<file path="config.mk">
export PLATFORM = sky130hd
export DESIGN_NAME = seven_seg_scan_driver
export DESIGN_NICKNAME = d
export VERILOG_FILES = /design/src/rtl/seven_seg_pkg.sv /design/src/rtl/seven_seg_decode.sv /design/src/rtl/seven_seg_scan_driver.sv
export SDC_FILE = /design/constraint.sdc
export NUM_CORES = 1
export LEC_CHECK = 0
export BUFFER_PORTS_ARGS = -buffer_cell sky130_fd_sc_hd__buf_2
export CORE_ASPECT_RATIO = 0.6
export CORE_MARGIN = 1.5
export CORE_UTILIZATION = 30
export DETAILED_ROUTE_END_ITERATION = 8
export HOLD_SLACK_MARGIN = 0.06
export SLEW_MARGIN = 5
export SYNTH_ARGS = -nofsm -noshare
export SYNTH_HDL_FRONTEND = slang
export SYNTH_SLANG_ARGS = --single-unit
</file>
<file path="constraint.sdc">
create_clock -name clk -period 4.6 [get_ports clk]
set_input_delay 0.23 -clock clk [delete_from_list [all_inputs] [get_ports clk]]
set_output_delay 0.23 -clock clk [all_outputs]
set_load 0.03 [all_outputs]
</file>
<file path="src/rtl/seven_seg_pkg.sv">
// Shared seven-segment definitions: segment bit positions, hex glyph table
// (gfedcba, active-high form) and the nibble decode helper.
package seven_seg_pkg;

    localparam int unsigned SEG_A = 0;
    localparam int unsigned SEG_B = 1;
    localparam int unsigned SEG_C = 2;
    localparam int unsigned SEG_D = 3;
    localparam int unsigned SEG_E = 4;
    localparam int unsigned SEG_F = 5;
    localparam int unsigned SEG_G = 6;

    // Entry 15 first so that SEG_LUT[v] selects the glyph for nibble v.
    localparam logic [15:0][6:0] SEG_LUT = {
        7'h71, 7'h79, 7'h5E, 7'h39, 7'h7C, 7'h77, 7'h6F, 7'h7F,
        7'h07, 7'h7D, 7'h6D, 7'h66, 7'h4F, 7'h5B, 7'h06, 7'h3F
    };

    function automatic logic [6:0] seg_decode(input logic [3:0] value);
        return SEG_LUT[value];
    endfunction

endpackage

</file>
<file path="src/rtl/seven_seg_decode.sv">
// Combinational hex nibble to seven-segment decoder (active-high segments),
// with a blank input that forces every segment dark.
module seven_seg_decode
    import seven_seg_pkg::*;
(
    input  logic [3:0] value,
    input  logic       blank,
    output logic [6:0] seg
);

    always_comb begin
        seg = '0;
        if (!blank) begin
            seg = seg_decode(value);
        end
    end

endmodule

</file>
<file path="src/rtl/seven_seg_scan_driver.sv">
// Time-multiplexed N-digit seven-segment scanner with per-frame input
// snapshot, blanking, blinking, leading-zero suppression and anti-ghost gaps.
module seven_seg_scan_driver
    import seven_seg_pkg::*;
#(
    parameter int unsigned NUM_DIGITS     = 4,
    parameter int unsigned SCAN_DIV       = 1000,
    parameter int unsigned BLANK_CYC      = 2,
    parameter int unsigned BLINK_DIV      = 64,
    parameter int unsigned ACTIVE_LOW_SEG = 1,
    parameter int unsigned ACTIVE_LOW_SEL = 1
) (
    input  logic                    clk,
    input  logic                    rst,
    input  logic                    en,
    input  logic [4*NUM_DIGITS-1:0] digits_in,
    input  logic [NUM_DIGITS-1:0]   dp_in,
    input  logic [NUM_DIGITS-1:0]   blank_mask,
    input  logic [NUM_DIGITS-1:0]   blink_mask,
    input  logic                    lz_suppress,
    output logic [6:0]              seg,
    output logic                    dp,
    output logic [NUM_DIGITS-1:0]   sel,
    output logic                    frame_done
);

    localparam int unsigned CW = $clog2(SCAN_DIV);
    localparam int unsigned IW = (NUM_DIGITS > 1) ? $clog2(NUM_DIGITS) : 1;
    localparam int unsigned BW = (BLINK_DIV > 1) ? $clog2(BLINK_DIV) : 1;

    localparam logic [CW-1:0] CNT_LAST   = CW'(SCAN_DIV - 1);
    localparam logic [CW-1:0] BLANK_LIM  = CW'(BLANK_CYC);
    localparam logic [IW-1:0] IDX_LAST   = IW'(NUM_DIGITS - 1);
    localparam logic [BW-1:0] BLINK_LAST = BW'(BLINK_DIV - 1);

    localparam logic [6:0]            SEG_OFF = (ACTIVE_LOW_SEG != 0) ? 7'h7F : 7'h00;
    localparam logic                  DP_OFF  = (ACTIVE_LOW_SEG != 0);
    localparam logic [NUM_DIGITS-1:0] SEL_OFF = (ACTIVE_LOW_SEL != 0) ? '1 : '0;

    logic [CW-1:0]           cnt;
    logic [IW-1:0]           idx;
    logic                    blink_phase;
    logic [BW-1:0]           blink_cnt;
    logic [4*NUM_DIGITS-1:0] snap_digits;
    logic [NUM_DIGITS-1:0]   snap_dp, snap_blank, snap_blink;
    logic                    snap_lz;

    logic                    capture, last_slot, frame_end, dark;
    logic [4*NUM_DIGITS-1:0] cur_digits;
    logic [NUM_DIGITS-1:0]   cur_dp, cur_blank, cur_blink, lz_dark;
    logic                    cur_lz;
    logic [3:0]              cur_val;
    logic [6:0]              seg_raw, seg_drive;
    logic                    dp_drive;
    logic [NUM_DIGITS-1:0]   sel_hot, sel_drive;

    // The capture cycle decodes straight from the inputs so the first slot
    // already sees the new frame's values even when BLANK_CYC is 0.
    always_comb begin
        capture    = (idx == '0) && (cnt == '0);
        last_slot  = (cnt == CNT_LAST);
        frame_end  = last_slot && (idx == IDX_LAST);
        cur_digits = capture ? digits_in   : snap_digits;
        cur_dp     = capture ? dp_in       : snap_dp;
        cur_blank  = capture ? blank_mask  : snap_blank;
        cur_blink  = capture ? blink_mask  : snap_blink;
        cur_lz     = capture ? lz_suppress : snap_lz;
    end

    always_comb begin
        logic nz_seen;
        lz_dark = '0;
        nz_seen = 1'b0;
        for (int unsigned i = 0; i < NUM_DIGITS; i++) begin
            if (cur_digits[4*(NUM_DIGITS-1-i) +: 4] != 4'h0) begin
                nz_seen = 1'b1;
            end
            if (cur_lz && !nz_seen && (i != NUM_DIGITS - 1)) begin
                lz_dark[NUM_DIGITS-1-i] = 1'b1;
            end
        end
    end

    always_comb begin
        cur_val = cur_digits[int'(idx)*4 +: 4];
        dark    = cur_blank[idx] | (blink_phase & cur_blink[idx]) | lz_dark[idx];
    end

    seven_seg_decode u_decode (
        .value (cur_val),
        .blank (dark),
        .seg   (seg_raw)
    );

    always_comb begin
        sel_hot   = NUM_DIGITS'(1) << idx;
        sel_drive = (ACTIVE_LOW_SEL != 0) ? ~sel_hot : sel_hot;
        seg_drive = (ACTIVE_LOW_SEG != 0) ? ~seg_raw : seg_raw;
        dp_drive  = (cur_dp[idx] & ~dark) ^ DP_OFF;
    end

    always_ff @(posedge clk) begin
        if (rst) begin
            seg         <= SEG_OFF;
            dp          <= DP_OFF;
            sel         <= SEL_OFF;
            frame_done  <= 1'b0;
            cnt         <= '0;
            idx         <= '0;
            blink_phase <= 1'b0;
            blink_cnt   <= '0;
            snap_digits <= '0;
            snap_dp     <= '0;
            snap_blank  <= '0;
            snap_blink  <= '0;
            snap_lz     <= 1'b0;
        end else if (!en) begin
            seg        <= SEG_OFF;
            dp         <= DP_OFF;
            sel        <= SEL_OFF;
            frame_done <= 1'b0;
            cnt        <= '0;
            idx        <= '0;
        end else begin
            if (capture) begin
                snap_digits <= digits_in;
                snap_dp     <= dp_in;
                snap_blank  <= blank_mask;
                snap_blink  <= blink_mask;
                snap_lz     <= lz_suppress;
            end
            frame_done <= frame_end;
            if (cnt < BLANK_LIM) begin
                seg <= SEG_OFF;
                dp  <= DP_OFF;
                sel <= SEL_OFF;
            end else begin
                seg <= seg_drive;
                dp  <= dp_drive;
                sel <= sel_drive;
            end
            if (last_slot) begin
                cnt <= '0;
                idx <= (idx == IDX_LAST) ? '0 : idx + 1'b1;
            end else begin
                cnt <= cnt + 1'b1;
            end
            if (frame_end) begin
                if (blink_cnt == BLINK_LAST) begin
                    blink_cnt   <= '0;
                    blink_phase <= ~blink_phase;
                end else begin
                    blink_cnt <= blink_cnt + 1'b1;
                end
            end
        end
    end

endmodule

</file>
==> summary.md, run 1 <==
| Metric | Value |
|---|---|
| Run status | `complete, no violations` |
| Routed vias | `2,645` |
| Pint | `991 uW` |
| Fin Clk Skew | `0.00490 ns` |
| Total power divided by cell area | `350 nW/um2` |
| Routed Wire Length | `8050 um` |
| Die width | `135 um` |
| CTS max path bufs | `2` |
| CTS Buf Count | `9` |
| Dominant cells by area after synthesis | `dfxtp_1 (39%), mux4_1 (10%), nand2_1 (9.2%), a21oi_1 (5.4%), ha_1 (5.2%)` |
| Die Area | `11,200 um2` |
| Fin cells | `525` |
| RSZ-0062 raised after global routing | `false` |
| Net Sw Frac | `24.2%` |
| Setup TNS | `0 ns` |
| Post-Place Worst Slack | `1.00 ns` |
| Setup repair bufs after CTS | `0` |
| Part of the cycle the worst path needs | `79.6%` |
| Gr usage total | `15.6%` |
| Max Cap Viol | `0` |
| Reg2reg start | `idx[0]$_SDFFE_PP0N_` |
| Worst-path clk slew | `0.05 ns` |
| FFs w/ async S/R, synth | `0%` |
| Slew headroom | `29.3%` |
| Seq cells post-synth | `61` |
| Post-CTS Resized | `0` |
| P_sw | `316 uW` |
| Hold-fix buffer count after cts | `0` |
| Total iterations of the first detailed-routing run | `4` |
| Layout fillers | `1,043` |
| Initial antenna violation count | `0` |
| Endpoint type of the worst setup path | `flop` |
| I/O Buffers | `44` |
| Sequential area share after synthesis | `38.7%` |
| First-pass GRT wire length | `12,900 um` |
| Critical Path Start Type | `flop` |
| DR WL/cell | `15.3 um` |
| CP Class | `flop to flop` |
| Residual DRC | `0` |
| Placed instance count | `511` |
| EDFF count, synth | `0` |
| Post-Route Utilization | `37.3%` |
| CP Data Required Time | `4.81 ns` |
| Synth top area share | `38.7%` |
| GPL Wtd Cong | `0.861` |
| Post-Syn Area | `3150 um2` |
| Vias in the first global route | `2,448` |
| YS warnings | `0` |
| Worst Hold Class | `primary input to flop` |
| R2R Setup Slk | `0.94 ns` |
| GRT overflow | `0` |
| Slew of the pin with the lowest slew margin | `1.05 ns` |
| Largest area contributor in the netlist | `dfxtp_1` |
| Worst r2r path cells | `10` |
| Number of vias per cell | `5.04` |
| Dpl cell area | `3470 um2` |
| Post-DRT Antenna Nets | `0` |
| Core region area | `10,000 um2` |
| Num ports | `45` |
| Die Ht | `82.4 um` |
| Top post-synthesis cells by count | `nand2_1 (77), dfxtp_1 (61), a21oi_1 (34)` |
| Clock group share of total power | `46.4%` |
| Clock Sinks | `61` |
| Syn Area/Cell | `9.06 um2` |
| Library cells used by synthesis | `45` |
| Fin crit period | `3.66 ns` |
| Static Leak | `1.52 nW` |
| Layout Nets | `432` |
| Final worst slack | `0.939 ns` |
| VDD IR-drop max | `169 uV` |
| Later-pin clock latency in the skew report | `0.33 ns` |
| H-tree levels | `3` |
| Final instance area | `3740 um2` |
| Final slew viol count | `0` |
| WHS Endpoint | `snap_lz$_SDFFE_PP0P_` |
| Synthesized Nets | `393` |
| 1st-iter DRT viols | `223` |
| Share of cells above drive strength 1 | `19.0%` |
| Largest net degree at the start of global routing | `37` |
| CTS tree | `yes` |
| Critical R2R Capture | `seg[3]$_SDFF_PP1_` |
| CP max FO | `18` |
| N_diodes | `0` |
| Final setup violation count | `0` |
| HPWL Detailed | `5990 um` |
| WP data arrival | `3.87 ns` |
| Top-count cell post-synth | `nand2_1` |
| Area Overhead vs Synth | `18.7%` |
| Final hold violations | `0` |
| Row count | `28` |
| Gate power share | `11.0%` |
| Hold path depth | `3` |
| Reg power frac | `42.6%` |
| Synth Instances | `348` |
| Hold Crit Start | `lz_suppress` |
| Initial core utilization | `31.5%` |
| Ys flop type | `dfxtp_1` |
| FMAX | `273 MHz` |
| Root Driver | `clkbuf_16` |
layout make-up:
| cell class | instances | area [um2] | share of cell area, % |
|---|---|---|---|
| tap | 135 | 169 | 4.52 |
| clock inverter | 2 | 10.0 | 0.268 |
| timing repair buffer | 48 | 250 | 6.69 |
| sequential | 61 | 1220 | 32.6 |
| multi-input combinational | 255 | 1790 | 47.8 |
| clock buffer | 12 | 256 | 6.86 |
| inverter | 12 | 45.0 | 1.20 |
metal layers:
metal	up-vias	wire length, um	global-route usage [%]
met1	1233	4240	22.9
met4	0	27	4.95
met3	6	689	5.68
met2	87	3090	20.6
met5	-	0	0
li1	1319	-	-
power groups by stage:
stage	sequential, mW	combinational, mW	clock [mW]
finish	0.557	0.144	0.606
global route	0.558	0.162	0.649
CTS	0.557	0.144	0.629
detailed placement	0.568	0.143	0
global placement	0.568	0.139	0
floorplan	0.565	0.0997	0
per-stage QoR:
| stage | hold slack [ns] | total power, mW |
|---|---|---|
| after detailed placement | 0.443 | 0.710 |
| after global routing | 0.147 | 1.37 |
| after floorplan | 0.366 | 0.665 |
| after CTS | 0.139 | 1.33 |
| final | 0.151 | 1.31 |
| after global placement | 0.438 | 0.707 |
layout by cell type (no fill, tap or decap), types with 8 or more instances in the layout:
master     netlist  routed
nand3_1          9       9
mux2i_1          8       8
mux4_1          12      12
clkbuf_16        0       9
buf_2            3      44
inv_1           10      10
nand2_1         77      77
dfxtp_1         61      61
ha_1            13      13
nor2_1          17      17
a21oi_1         34      34
nand4_1         11      11
xor2_1           8       8
worst max path at each step:
stage / from / endpoint / slack (ns) / cells after the start
2_1_floorplan: idx[0]$_SDFFE_PP0N_ / seg[3]$_SDFF_PP1_ / 1.34 / 12
3_3_place_gp: cnt[6]$_SDFF_PP0_ / seg[3]$_SDFF_PP1_ / 1.19 / 8
6_report: idx[0]$_SDFFE_PP0N_ / seg[3]$_SDFF_PP1_ / 0.94 / 10
3_5_place_dp: idx[0]$_SDFFE_PP0N_ / seg[3]$_SDFF_PP1_ / 1.00 / 10
4_1_cts: idx[0]$_SDFFE_PP0N_ / seg[3]$_SDFF_PP1_ / 0.96 / 10
5_1_grt: idx[0]$_SDFFE_PP0N_ / seg[3]$_SDFF_PP1_ / 0.61 / 10
worst max-delay path: stages, from the launching register on:
cell and delay [ns]:
dfxtp_1 0.84, clkinv_1 0.21, ha_1 0.28, nand2_1 0.23, nor3_4 0.12, mux4_1 0.24
mux2i_1 0.52, inv_1 0.18, ha_1 0.27, mux4_1 0.48, nand2b_1 0.15
flip-flops by register name, summed over array words and instances, names as in the netlist:
name / cells
snap_blink: 4
snap_blank: 4
cnt: 10
blink_cnt: 6
snap_lz: 1
idx: 2
blink_phase: 1
sel: 4
dp: 1
frame_done: 1
snap_dp: 4
seg: 7
snap_digits: 16
cell families (layout without fill, tap and decap cells):
family,after synthesis,after routing,share of synthesized area (%)
xor gates and xnor gates,12,12,3.33
buffers and inverters,32,74,4.49
and+or+nand+nor,151,151,22.9
muxes,26,26,15.2
AOI/OAI and AO/OA,53,53,10.1
adders and majority gates,13,13,5.16
DFF,61,61,38.7
No activity file was read; power rests on OpenSTA's default activity.
==> inputs of run 2 (changes only) <==
Settings changed: ABC_AREA from default to 1.
Clock period 4.6 ns to 3.8 ns, I/O delays scaled along.
==> summary.md, run 2 <==
| Metric | Value |
|---|---|
| Post-Place Worst Slack | `1.02 ns (+0.0202 ns)` |
| Routed Wire Length | `9030 um (+12%)` |
| Max Cap Viol | `0 (unchanged)` |
| Dominant cells by area after synthesis | `dfxtp_1 (35%), nand2_1 (13%), nand3_1 (9.3%), inv_1 (7.7%), nor2_1 (5.3%)` |
| Seq cells post-synth | `61 (unchanged)` |
| Number of flip-flops in the largest register | `16 (unchanged)` |
| Setup repair bufs after CTS | `0 (unchanged)` |
| N_diodes | `0 (unchanged)` |
| CP Class | `flop to flop` |
| Area Overhead vs Synth | `17.8%` |
| 1st-iter DRT viols | `208 (-6.7%)` |
| Post-CTS Resized | `0 (unchanged)` |
| M1 WL | `4930 um (+16%)` |
| Synthesized Nets | `564 (+44%)` |
| Part of the cycle the worst path needs | `73.6% (-5.9 points)` |
| EDFF count, synth | `0 (unchanged)` |
| RSZ-0062 raised after global routing | `false` |
| YS warnings | `0 (unchanged)` |
| Hold Crit Start | `digits_in[3]` |
| Final setup violation count | `0 (unchanged)` |
| Multi-input logic area | `1870 um2 (+4.5%)` |
| Total power divided by cell area | `393 nW/um2 (+12%)` |
| Critical R2R Capture | `seg[0]$_SDFF_PP1_` |
| Post-Route Utilization | `36.4% (-0.96 points)` |
| Worst r2r path cells | `16 (+6)` |
| Worst-path clk slew | `0.05 ns (about the same)` |
| CP endpoint | `seg[0]$_SDFF_PP1_` |
| Initial core utilization | `30.9% (-0.56 points)` |
| Vias in the first global route | `3,074 (+26%)` |
| CP Launch Point | `idx[1]$_SDFFE_PP0N_` |
| FFs w/ async S/R, synth | `0% (unchanged)` |
| Largest net degree at the start of global routing | `41 (+11%)` |
| HPWL Detailed | `6650 um (+11%)` |
| Initial antenna violation count | `0 (unchanged)` |
| R2R Setup Slk | `1.00 ns (+0.06 ns)` |
| DR WL/cell | `12.4 um (-19%)` |
| Run status | `complete, no violations` |
| Reg area | `1220 um2 (unchanged)` |
| DR WL met2 | `3420 um (+11%)` |
| Final hold violations | `0 (unchanged)` |
| Ys flop type | `dfxtp_1` |
| Sequential area share after synthesis | `34.9% (-3.9 points)` |
| Die Area | `12,400 um2 (+11%)` |
| Critical Path Start Type | `flop` |
| Post-Syn Area | `3500 um2 (+11%)` |
| Root Driver | `clkbuf_16` |
| Reg with most FFs | `snap_digits` |
| Worst Hold Class | `primary input to flop` |
| Biggest regs | `snap_digits (16), cnt (10), seg (7)` |
| Core region area | `11,300 um2 (+13%)` |
| Static Leak | `1.99 nW (+31%)` |
| Reg2reg start | `idx[1]$_SDFFE_PP0N_` |
| CTS max path bufs | `2 (unchanged)` |
| Routed wl met3 | `604 um (-12%)` |
| Die width | `142 um (+5.3%)` |
| Commonest non-fill, non-tap cell in the layout | `nand2_1` |
| Fin Clk Skew | `0.00659 ns (+0.00168 ns)` |
| VDD IR-drop max | `188 uV (+11%)` |
| GPL Wtd Cong | `0.821 (-4.7%)` |
| Total iterations of the first detailed-routing run | `5 (+1)` |
| GRT overflow | `0 (unchanged)` |
| Most frequent cells in the layout | `nand2_1 (125), inv_1 (72), nand3_1 (65)` |
| Slew of the pin with the lowest slew margin | `0.639 ns (-0.412 ns)` |
| Num ports | `45 (unchanged)` |
| Routed vias | `3,334 (+26%)` |
| Top Metal Used | `met4` |
| Fin crit period | `2.80 ns (-0.863 ns)` |
| I/O Buffers | `44 (unchanged)` |
| Die Ht | `86.7 um (+5.2%)` |
| FMAX | `357 MHz (+31%)` |
| Share of cells above drive strength 1 | `16.6% (-2.4 points)` |
| Synth Instances | `519 (+49%)` |
| Post-DRT Antenna Nets | `0 (unchanged)` |
| Number of vias per cell | `4.59 (-9.0%)` |
| CP max FO | `34 (+16)` |
| Largest area contributor in the netlist | `dfxtp_1` |
| First-pass GRT wire length | `15,100 um (+17%)` |
| Final slew viol count | `0 (unchanged)` |
| Top post-synthesis cells by count | `nand2_1 (125), inv_1 (72), nand3_1 (65)` |
| Endpoint type of the worst setup path | `flop` |
| Top-count cell post-synth | `nand2_1` |
| Slew headroom | `57.4% (+28 points)` |
| Residual DRC | `0 (unchanged)` |
| Synth top area share | `34.9% (-3.9 points)` |
| Total power | `1.62 mW (+24%)` |
| Library cells used by synthesis | `34 (-24%)` |
| Clock Sinks | `61 (unchanged)` |
| Setup TNS | `0 ns (unchanged)` |
| Later-pin clock latency in the skew report | `0.33 ns (about the same)` |
| Hold slack | `0.217 ns (+0.0667 ns)` |
| Syn Area/Cell | `6.75 um2 (-25%)` |
| Hold-fix buffer count after cts | `0 (unchanged)` |
| Gr usage total | `15.8% (+0.24 points)` |
| CTS tree | `yes` |
| Layout Nets | `607 (+41%)` |
| CP Data Required Time | `4.02 ns (-0.79 ns)` |
| Final worst slack | `1.00 ns (+0.0628 ns)` |
| H-tree levels | `3 (unchanged)` |
| WP data arrival | `3.01 ns (-0.86 ns)` |
| Layout fillers | `1,228 (+18%)` |
| CTS Buf Count | `9 (unchanged)` |
| Row count | `30 (+7.1%)` |
run 2: changes by cell type after synthesis, sizes merged, moves of 7 or more:
cell    previous run  this run
inv               11        80
o21ai              3        25
nand4             11         2
nand3b             2        11
nand3              9        72
nand2             77       132
mux2i              9         2
nor2              17        54
mux4              13         0
o211ai             3        16
a21oi             34        14
run 2: through the flow:
stage / instance area (um2) / instances
after floorplan: 3500 / 519
final: 4120 / 727
after CTS: 4120 / 727
after global routing: 4120 / 727
after detailed placement: 3860 / 711
after global placement: 3860 / 711
run 2: how the worst min path moves through the flow:
stage | end | slack, ns | depth (start not counted)
final | snap_digits[3]$_SDFFE_PP0P_ | 0.22 | 5
after global routing | snap_blank[3]$_SDFFE_PP0P_ | 0.25 | 5
after floorplan | snap_blank[3]$_SDFFE_PP0P_ | 0.41 | 4
after CTS | snap_blank[3]$_SDFFE_PP0P_ | 0.21 | 5
after global placement | cnt[0]$_SDFF_PP0_ | 0.44 | 1
after detailed placement | cnt[0]$_SDFF_PP0_ | 0.46 | 1
run 2: cells by family (layout without fill, tap and decap cells):
logic type,count (synthesis),in the layout,synth area share (%)
mux,2,2,0.572
fa+ha+maj,13,13,4.64
flops,61,61,34.9
compound gates,56,56,9.22
buf+inv,100,148,11.8
simple gates,282,282,37.7
xor+xnor,5,5,1.25
run 2: routing by layer:
| layer | GRT usage, % | vias to the layer above |
|---|---|---|
| li1 | - | 1734 |
| met1 | 23.4 | 1490 |
| met2 | 22.1 | 101 |
| met3 | 4.75 | 9 |
| met4 | 3.84 | 0 |
| met5 | 0 | - |
run 2: final cells by class:
type / count / area share (%)
clock buffers: 11 / 5.64
inverters: 82 / 7.46
repair buffers: 50 / 6.43
well taps: 160 / 4.85
multi-input cells: 358 / 45.3
flip-flops and latches: 61 / 29.6
clock inverters: 5 / 0.667
run 2: critical path, cell delays in order, from the launching register on:
cell and delay [ns]:
dfxtp_1 0.36, inv_1 0.10, ha_1 0.17, nand2_1 0.08, inv_2 0.38, nand2_4 0.35, nand2_1 0.15, nand3_1 0.09
nand2_1 0.10, inv_1 0.04, nand2_1 0.16, inv_1 0.12, ha_1 0.26, nand3_1 0.13, nand2_1 0.06, nand2_1 0.07
nand3_2 0.07
run 2: where the power goes:
part	switching, mW	internal, mW	leakage (nW)
sequential	0.0127	0.666	0.500
clock	0.287	0.436	0.129
combinational	0.142	0.0769	1.37
total	0.442	1.18	1.99
==> inputs of run 3 (changes only) <==
Clock period 3.8 ns to 2.5 ns, I/O delays scaled along.
==> summary.md, run 3 (synthesis gave the netlist of run 2 again) <==
| Metric | Value |
|---|---|
| Post-DRT Antenna Nets | `0 (unchanged)` |
| Fin crit period | `2.28 ns (-0.520 ns)` |
| Final setup violation count | `0 (unchanged)` |
| Num ports | `45 (unchanged)` |
| WP data arrival | `2.49 ns (-0.52 ns)` |
| Hold slack | `0.141 ns (-0.0759 ns)` |
| Hold Crit Start | `rst` |
| Multi-input logic area | `1880 um2 (+0.60%)` |
| Worst Hold Class | `primary input to flop` |
| Share of cells above drive strength 1 | `17.9% (+1.4 points)` |
| Commonest non-fill, non-tap cell in the layout | `nand2_1` |
| H-tree levels | `3 (unchanged)` |
| Worst r2r path cells | `17 (+1)` |
| DR WL/cell | `12.3 um (-0.90%)` |
| R2R Setup Slk | `0.22 ns (-0.78 ns)` |
| Vias in the first global route | `2,997 (-2.5%)` |
| VDD IR-drop max | `370 uV (+97%)` |
| CP Class | `flop to flop` |
| Endpoint type of the worst setup path | `flop` |
| Root Driver | `clkbuf_16` |
| FMAX | `439 MHz (+23%)` |
| Die Ht | `86.7 um (unchanged)` |
| Critical R2R Capture | `seg[3]$_SDFF_PP1_` |
| Routed vias | `3,373 (+1.2%)` |
| Residual DRC | `0 (unchanged)` |
| CP Data Required Time | `2.71 ns (-1.31 ns)` |
| Layout fillers | `1,215 (-1.1%)` |
| Net Sw Frac | `25.7% (-1.6 points)` |
| 1st-iter DRT viols | `231 (+11%)` |
| Core region area | `11,300 um2 (unchanged)` |
| Dpl cell area | `3930 um2 (+1.6%)` |
| Clock group share of total power | `45.5% (+0.9 points)` |
| Final hold violations | `0 (unchanged)` |
| Post-Route Utilization | `37.2% (+0.86 points)` |
| Slew of the pin with the lowest slew margin | `0.592 ns (-0.0471 ns)` |
| Total power | `2.53 mW (+56%)` |
| First-pass GRT wire length | `15,000 um (-0.36%)` |
| Reg2reg start | `cnt[0]$_SDFF_PP0_` |
| GRT overflow | `0 (unchanged)` |
| Critical Path Start Type | `flop` |
| Setup TNS | `0 ns (unchanged)` |
| Number of flip-flops in the largest register | `16 (unchanged)` |
| CP max FO | `10 (-71%)` |
| Clock Sinks | `61 (unchanged)` |
| Reg area | `1220 um2 (unchanged)` |
| CTS tree | `yes` |
| Number of vias per cell | `4.60 (+0.20%)` |
| Later-pin clock latency in the skew report | `0.33 ns (about the same)` |
| Largest net degree at the start of global routing | `41 (unchanged)` |
| Initial core utilization | `30.9% (unchanged)` |
| Gate power share | `13.7% (+0.2 points)` |
| Total iterations of the first detailed-routing run | `4 (-1)` |
| Setup repair bufs after CTS | `0 (unchanged)` |
| Area Overhead vs Synth | `20.5%` |
| Pint | `1.88 mW (+60%)` |
| Fin Clk Skew | `0.00549 ns (-0.00109 ns)` |
| Gr usage total | `16.0% (+0.16 points)` |
| Slew headroom | `60.3% (+2.9 points)` |
| Hold path depth | `4 (-1)` |
| Row count | `30 (unchanged)` |
| GPL Wtd Cong | `0.873 (+6.4%)` |
| Biggest regs | `snap_digits (16), cnt (10), seg (7)` |
| Run status | `complete, no violations` |
| Worst-path clk slew | `0.05 ns (about the same)` |
| WHS Endpoint | `idx[0]$_SDFFE_PP0N_` |
| Most frequent cells in the layout | `nand2_1 (125), inv_1 (72), nand3_1 (65)` |
| Part of the cycle the worst path needs | `91.1% (+17 points)` |
| Layout Nets | `615 (+1.3%)` |
| CTS Buf Count | `9 (unchanged)` |
| Die width | `142 um (unchanged)` |
| Final slew viol count | `0 (unchanged)` |
| Routed Wire Length | `9030 um (about the same)` |
| Max Cap Viol | `0 (unchanged)` |
| P_sw | `650 uW (+47%)` |
| Die Area | `12,400 um2 (unchanged)` |
| RSZ-0062 raised after global routing | `false` |
| HPWL Detailed | `6710 um (+0.87%)` |
| Reg power frac | `40.8% (-1.1 points)` |
| I/O Buffers | `44 (unchanged)` |
| Final instance area | `4220 um2 (+2.4%)` |
| Initial antenna violation count | `0 (unchanged)` |
| N_diodes | `0 (unchanged)` |
| CTS max path bufs | `2 (unchanged)` |
| Static Leak | `2.05 nW (+2.6%)` |
| Reg with most FFs | `snap_digits` |
| Total power divided by cell area | `600 nW/um2 (+53%)` |
==> run 3: layer usage <==
| metal | global-route usage (%) | up-vias | part of all wire [%] |
|---|---|---|---|
| li1 | - | 1747 | - |
| met1 | 22.7 | 1515 | 52 |
| met5 | 0 | - | 0 |
| met2 | 22.8 | 103 | 40 |
| met3 | 4.75 | 8 | 6.7 |
| met4 | 5.44 | 0 | 1.1 |
==> run 3: final cells by class <==
| class | instances | area share, % |
|---|---|---|
| multi-input cells | 358 | 44.5 |
| flip-flops and latches | 61 | 28.9 |
| repair buffers | 58 | 7.79 |
| inverters | 82 | 7.38 |
| clock buffers | 14 | 6.49 |
| well taps | 160 | 4.74 |
| clock inverters | 1 | 0.119 |
==> run 3: how the worst max path moves through the flow <==
stage,startpoint,to,slack (ns),depth (start not counted)
6_report,cnt[0]$_SDFF_PP0_,seg[3]$_SDFF_PP1_,0.22,17
4_1_cts,cnt[0]$_SDFF_PP0_,seg[1]$_SDFF_PP1_,0.21,15
3_5_place_dp,idx[0]$_SDFFE_PP0N_,seg[1]$_SDFF_PP1_,0.24,15
2_1_floorplan,idx[0]$_SDFFE_PP0N_,seg[3]$_SDFF_PP1_,0.08,18
3_3_place_gp,cnt[3]$_SDFF_PP0_,seg[3]$_SDFF_PP1_,0.31,15
5_1_grt,cnt[0]$_SDFF_PP0_,seg[3]$_SDFF_PP1_,0.02,17
==> run 3: critical path: stages (launching register included) <==
cell      delay (ns)
dfxtp_1         0.38
inv_1           0.07
ha_1            0.20
nand2_1         0.10
inv_4           0.09
buf_4           0.17
nand3b_1        0.08
nand2_1         0.10
nand2_1         0.07
nand3_1         0.06
nand2_1         0.18
inv_2           0.09
ha_1            0.30
inv_1           0.04
nand2_1         0.05
nand3_1         0.06
nand2_1         0.07
nand2_1         0.05
==> run 3: timing repair <==
| item | CTS | global route |
|---|---|---|
| hold endpoints to repair | 0 | 0 |
| setup endpoints to repair | 0 | 7 |
| hold buffers | 0 | 0 |
| resized for setup | 0 | 4 |
==> run 3: power by group through the flow <==
stage	Sequential (mW)	Clock, mW	Combinational (mW)
floorplan	1.05	0	0.251
global placement	1.05	0	0.335
detailed placement	1.05	0	0.342
CTS	1.03	1.20	0.343
global route	1.04	1.24	0.399
finish	1.03	1.15	0.347
==> run 3: through the flow <==
step           std cells  worst slack, ns
4_1_cts              734            0.210
3_5_place_dp         719            0.237
3_3_place_gp         719            0.310
5_1_grt              734           0.0166
2_1_floorplan        519           0.0835
6_report             734            0.222
